--- src/rtl/ae_pkg.sv ---
// ae_pkg: shared definitions for the ae_pipe logic lane.
//   - Truth-table function codes. Bit {a,b} of a code is the result for that
//     operand-bit pair, so code[0] covers a=0,b=0 and code[3] covers a=1,b=1.
//   - ae_bit(): evaluates one code for a single operand-bit pair.
package ae_pkg;

    localparam logic [3:0] AE_F_ZERO  = 4'b0000;
    localparam logic [3:0] AE_F_NOR   = 4'b0001;
    localparam logic [3:0] AE_F_NOTA  = 4'b0011;
    localparam logic [3:0] AE_F_XOR   = 4'b0110;
    localparam logic [3:0] AE_F_AND   = 4'b1000;
    localparam logic [3:0] AE_F_PASSB = 4'b1010;
    localparam logic [3:0] AE_F_OR    = 4'b1110;
    localparam logic [3:0] AE_F_ONES  = 4'b1111;

    // The operand bits form the index into the 4-entry truth table.
    function automatic logic ae_bit(input logic [3:0] f, input logic a, input logic b);
        return f[{a, b}];
    endfunction

endpackage

--- src/rtl/ae_flags.sv ---
// ae_flags: purely combinational result flags for a WIDTH-bit vector.
// Ports:
//   vec   in  WIDTH  vector to classify
//   zero  out 1      vec == 0
//   ones  out 1      vec == all ones
//   par   out 1      XOR of all bits of vec
//   pop   out PW     number of 1 bits in vec
module ae_flags #(
    parameter int WIDTH = 32,
    parameter int PW    = $clog2(WIDTH + 1)
) (
    input  logic [WIDTH-1:0] vec,
    output logic             zero,
    output logic             ones,
    output logic             par,
    output logic [PW-1:0]    pop
);

    assign zero = ~|vec;
    assign ones = &vec;
    assign par  = ^vec;

    always_comb begin
        pop = '0;
        for (int i = 0; i < WIDTH; i++) begin
            pop = pop + PW'(vec[i]);
        end
    end

endmodule

--- src/rtl/ae_pipe.sv ---
// ae_pipe: two-stage pipelined bitwise logic unit with valid/ready handshake.
// Applies any of the 16 two-input Boolean functions (truth-table code in_f)
// across a WIDTH-bit operand pair. Operand A can come from an accumulator that
// captures every accepted result, so chained operations run back to back.
// Ports:
//   clk, rst_n           clock, asynchronous active-low reset
//   in_valid / in_ready  input handshake
//   in_f                 truth-table function code
//   in_acc               1 = accumulator replaces in_a as operand A
//   in_a, in_b           operands
//   out_valid/out_ready  output handshake
//   out_y                result
//   out_zero/ones/par    result flags (== 0, == all ones, XOR of bits)
//   out_pop              number of 1 bits in out_y
module ae_pipe #(
    parameter int WIDTH = 32,
    parameter int PW    = $clog2(WIDTH + 1)
) (
    input  logic             clk,
    input  logic             rst_n,
    input  logic             in_valid,
    output logic             in_ready,
    input  logic [3:0]       in_f,
    input  logic             in_acc,
    input  logic [WIDTH-1:0] in_a,
    input  logic [WIDTH-1:0] in_b,
    output logic             out_valid,
    input  logic             out_ready,
    output logic [WIDTH-1:0] out_y,
    output logic             out_zero,
    output logic             out_ones,
    output logic             out_par,
    output logic [PW-1:0]    out_pop
);
    import ae_pkg::*;

    logic [WIDTH-1:0] op_a;
    logic [WIDTH-1:0] y_comb;
    logic [WIDTH-1:0] acc_reg;
    logic [WIDTH-1:0] s1_y_reg;
    logic [WIDTH-1:0] s2_y_reg;
    logic             s1_v_reg;
    logic             s2_v_reg;
    logic             s1_load;
    logic             s2_load;
    logic             accept;

    logic             f_zero;
    logic             f_ones;
    logic             f_par;
    logic [PW-1:0]    f_pop;
    logic             zero_reg;
    logic             ones_reg;
    logic             par_reg;
    logic [PW-1:0]    pop_reg;

    assign op_a = in_acc ? acc_reg : in_a;

    for (genvar gi = 0; gi < WIDTH; gi++) begin : g_bit
        assign y_comb[gi] = ae_bit(in_f, op_a[gi], in_b[gi]);
    end

    // Each stage advances when it is empty or its downstream neighbour moves;
    // in_ready is therefore combinationally dependent on out_ready.
    assign s2_load  = !s2_v_reg || out_ready;
    assign s1_load  = !s1_v_reg || s2_load;
    assign in_ready = s1_load;
    assign accept   = in_valid && s1_load;

    // Accumulator follows every accepted result so the very next beat can use it.
    always_ff @(posedge clk or negedge rst_n) begin
        if (!rst_n) begin
            acc_reg <= '0;
        end else if (accept) begin
            acc_reg <= y_comb;
        end
    end

    always_ff @(posedge clk or negedge rst_n) begin
        if (!rst_n) begin
            s1_v_reg <= 1'b0;
            s1_y_reg <= '0;
        end else if (s1_load) begin
            s1_v_reg <= accept;
            if (accept) begin
                s1_y_reg <= y_comb;
            end
        end
    end

    ae_flags #(
        .WIDTH (WIDTH),
        .PW    (PW)
    ) u_flags (
        .vec   (s1_y_reg),
        .zero  (f_zero),
        .ones  (f_ones),
        .par   (f_par),
        .pop   (f_pop)
    );

    // Result data only moves when S1 holds a beat, so out_* never show a
    // stale S1 value after the pipe drains.
    always_ff @(posedge clk or negedge rst_n) begin
        if (!rst_n) begin
            s2_v_reg <= 1'b0;
            s2_y_reg <= '0;
            zero_reg <= 1'b1;
            ones_reg <= 1'b0;
            par_reg  <= 1'b0;
            pop_reg  <= '0;
        end else if (s2_load) begin
            s2_v_reg <= s1_v_reg;
            if (s1_v_reg) begin
                s2_y_reg <= s1_y_reg;
                zero_reg <= f_zero;
                ones_reg <= f_ones;
                par_reg  <= f_par;
                pop_reg  <= f_pop;
            end
        end
    end

    assign out_valid = s2_v_reg;
    assign out_y     = s2_y_reg;
    assign out_zero  = zero_reg;
    assign out_ones  = ones_reg;
    assign out_par   = par_reg;
    assign out_pop   = pop_reg;

endmodule

--- config.mk ---
export PLATFORM = sky130hd
export DESIGN_NAME = ae_pipe
export DESIGN_NICKNAME = d
export VERILOG_FILES = /design/src/rtl/ae_pkg.sv /design/src/rtl/ae_flags.sv /design/src/rtl/ae_pipe.sv
export SDC_FILE = /design/constraint.sdc
export NUM_CORES = 1
export LEC_CHECK = 0
export ABC_AREA = 1
export CORE_ASPECT_RATIO = 0.7
export CORE_UTILIZATION = 45
export CTS_CLUSTER_SIZE = 40
export DETAILED_ROUTE_END_ITERATION = 16
export PLACE_DENSITY = 0.71
export SLEW_MARGIN = 20
export SYNTH_ARGS = -nofsm -noshare
export SYNTH_HDL_FRONTEND = slang
export SYNTH_SLANG_ARGS = --single-unit
--- constraint.sdc ---
create_clock -name clk -period 10.6 [get_ports clk]
set_clock_uncertainty 0.05 [all_clocks]
set_input_delay 2.12 -clock clk [delete_from_list [all_inputs] [get_ports clk]]
set_output_delay 2.12 -clock clk [all_outputs]
set_load 0.01 [all_outputs]
==> results.yml <==
setup_path:
  timing.critical_path.slowest_cell_delay_ps: 530
  capturing_point_of_the_worst_reg2reg_path: "out_pop[4]"
  timing.critical_path.to_type: "output pin"
  reg2reg_depth: 14
  reg2reg_slack_ps: 5460
  maximum_net_fanout_on_the_critical_path: 3
  worstPathBufferInverterCount: 3
  timing.critical_path.slowest_stage_cell: "clkdlybuf4s50_1"
  cell_breakdown_of_the_critical_path: "clkdlybuf4s50_1 -> inv_1 -> nand3_2 -> clkdlybuf4s50_1"
  critical_path.top_delay_family: "buffers and inverters"
  cp_num_cells: 4
  beginning_of_the_worst_register_to_register_path: "acc_reg[0]"
  worst_path_most_repeated_cell: "clkdlybuf4s50_1"
  critPathArrivalTime_ps: 3240
  worst_ep_required_time_ps: 8430
  cp_endpoint: "in_ready"
  cp-start-kind: "primary input"
  path_class: "in2out"
  startpoint: "out_ready"
clock_tree:
  cts_resized: 0
  clkSlewWorstSetupHoldPaths_ps: 60
  cts.htree.levels: 3
  clk-insertion-delay-late_ps: 340
  cts_max_path_buffers: 2
  cts_made_buffers: 9
  ctsRootBufferMaster: "clkbuf_16"
  numClockSinks: 75
  post_cts_buffers: 0
  tritoncts_clock_tree: "yes"
  number_of_buffers_added_to_fix_hold_violations_after_cts: 0
die:
  io_pins: 116
  placeableCoreArea_um2: 12500
  die_width_um: 137
  std_cell_rows: 34
  initial_core_util: 0.462
  dieArea_um2: 13300
  fp.dieH_um: 96.6
timing:
  drv_slew: 0
  min_period_ps: 5410
  worst_slack_ps: 5190
  totalNegativeSetupSlack_ps: 0
  achievable-frequency_ghz: 0.185
  max-slew-margin-rel: 0.350
  fin_worst_hold_slack_ps: 427
  post_route_fraction_of_the_period_consumed_by_the_critical_path: 0.510
  grt_setup_unrepaired: "false"
  slew_at_the_pin_closest_to_its_max_slew_limit_ps: 974
  final_hold_viol_count: 0
  setup_violations: 0
global_routing:
  grt_pass1_vias: 4997
  grt_antenna_before_repair: 1
  global_route.usage.total: 0.246
  grt-ovfl-total: 0
  grt_pass1_wl_um: 25100
  maximum_number_of_pins_on_one_net_before_global_route_repair: 81
detailed_routing:
  post_dr_vias_cell: 5.05
  totalWireLength_um: 15300
  drt_iter0_drc: 326
  drtPass1Iterations: 6
  route.detailed.drc: 0
  wl_per_cell_um: 14.4
  detail-route-antenna-nets: 0
  total_number_of_vias: 5361
logic_synthesis:
  number_of_synthesized_register_bits: 75
  synthesis.area_per_instance_um2: 7.23
  yosysWarningCount: 0
  synth_top_cell_area_share: 0.322
  synthesis.nets: 932
  post_synthesis_cell_type_count: 27
  synth_top_area_cell: "dfrtp_1"
  synth_area_leaders: "dfrtp_1 (32%), nand2_1 (20%), ha_1 (8.5%)"
  yosysSeqAreaShare: 0.326
  synth_cells: 796
  syn-cell-area_um2: 5760
finish:
  p_r_area_growth_vs_syn_pct: 25.3
  nNetsFinal: 1030
  mostFrequentLayoutCell: "nand2_1"
  final_cell_mix: "nand2_1 (308), clkdlybuf4s50_1 (113), inv_1 (110)"
  final_util: 0.579
  insertedDiodeCount: 0
  fin_cells: 1061
  fraction_of_final_layout_cells_sized_beyond_drive_strength_1: 0.0300
outcome:
  status: "finished, final reports clean"
power_and_ir_drop:
  p_leak_nw: 3.69
  highest_ir_drop_seen_on_vdd_uv: 526
  power_density_nw_per_um2: 349
run:
  number_of_maximum_capacitance_constraint_violations: 0
placement:
  place_worst_setup_slack_ps: 5190
  post-place-cells: 1045
  gp_routability_congestion: 0.848
  dp.final_hpwl_um: 11100
  portBuffers: 115
min_path:
  type_of_the_tightest_min_delay_check: "reg2reg"
[layer usage]
| metal | track usage | vias up | part of all wire |
|---|---|---|---|
| li1 | - | 2718 | - |
| met1 | 0.373 | 2448 | 0.50 |
| met2 | 0.358 | 182 | 0.41 |
| met3 | 0.0561 | 13 | 0.074 |
| met4 | 0.0456 | 0 | 0.0078 |
| met5 | 0 | - | 0 |
[stage by stage]
stage	instance area (um^2)	power (mW)
CTS	7210	2.55
floorplan	5760	1.76
global placement	6890	2.14
finish	7210	2.52
global route	7210	2.89
detailed placement	6890	2.21
[cells in the mapped netlist, drive strengths merged]
| library cell | instances |
|---|---|
| a22oi | 1 |
| inv | 111 |
| a21oi | 1 |
| o31ai | 1 |
| nor3 | 1 |
| o21ai | 135 |
| buf | 30 |
| xnor2 | 1 |
| nand4 | 8 |
| nor4 | 2 |
| nor2 | 13 |
| ha | 39 |
| clkbuf | 3 |
| dfrtp | 74 |
| xor2 | 1 |
| nand3 | 7 |
| fa | 24 |
| a21o | 1 |
| dfstp | 1 |
| nand2 | 310 |
| a31oi | 32 |
[cells by family after synthesis]
group | share of synthesized area
flip-flops | 0.326
adder cells (fa/ha/maj) | 0.168
XOR/XNOR | 0.00304
AND/OR/NAND/NOR | 0.230
buffers and inverters | 0.115
AO/OA/AOI/OAI | 0.157
[cell type report]
| type | instances | area, um^2 |
|---|---|---|
| Fill cell | 1143 | 5250 |
| Multi-Input combinational cell | 577 | 3210 |
| Sequential cell | 75 | 1880 |
| Timing Repair Buffer | 120 | 1180 |
| Inverter | 111 | 417 |
| Clock buffer | 10 | 229 |
| Tap cell | 162 | 203 |
| Clock inverter | 6 | 88.8 |
[power by group]
group	leakage [nW]	total, mW	internal (mW)	switching (mW)
registers	0.926	0.431	0.378	0.0531
clock network	0.149	0.331	0.207	0.125
logic	2.61	1.76	0.777	0.980
[worst register-to-register path: stages, from the launching register on]
cell     delay, ps
dfrtp_1        380
inv_1          130
ha_1           270
inv_1          120
fa_1           440
fa_1           510
fa_1           430
fa_1           490
fa_1           540
fa_1           440
fa_1           430
fa_1           410
o21ai_0        230
a22oi_1         90
o21ai_0        100
[worst min-delay path by stage]
stage                        start       end  depth (start not counted)
after CTS                 out_zero  out_zero                          2
after detailed placement  out_ones  out_ones                          2
after global routing      out_ones  out_ones                          2
after floorplan           out_zero  out_zero                          2
after global placement    out_zero  out_zero                          2
final                     out_zero  out_zero                          2
Note: power is estimated with default switching activity, not from simulation.
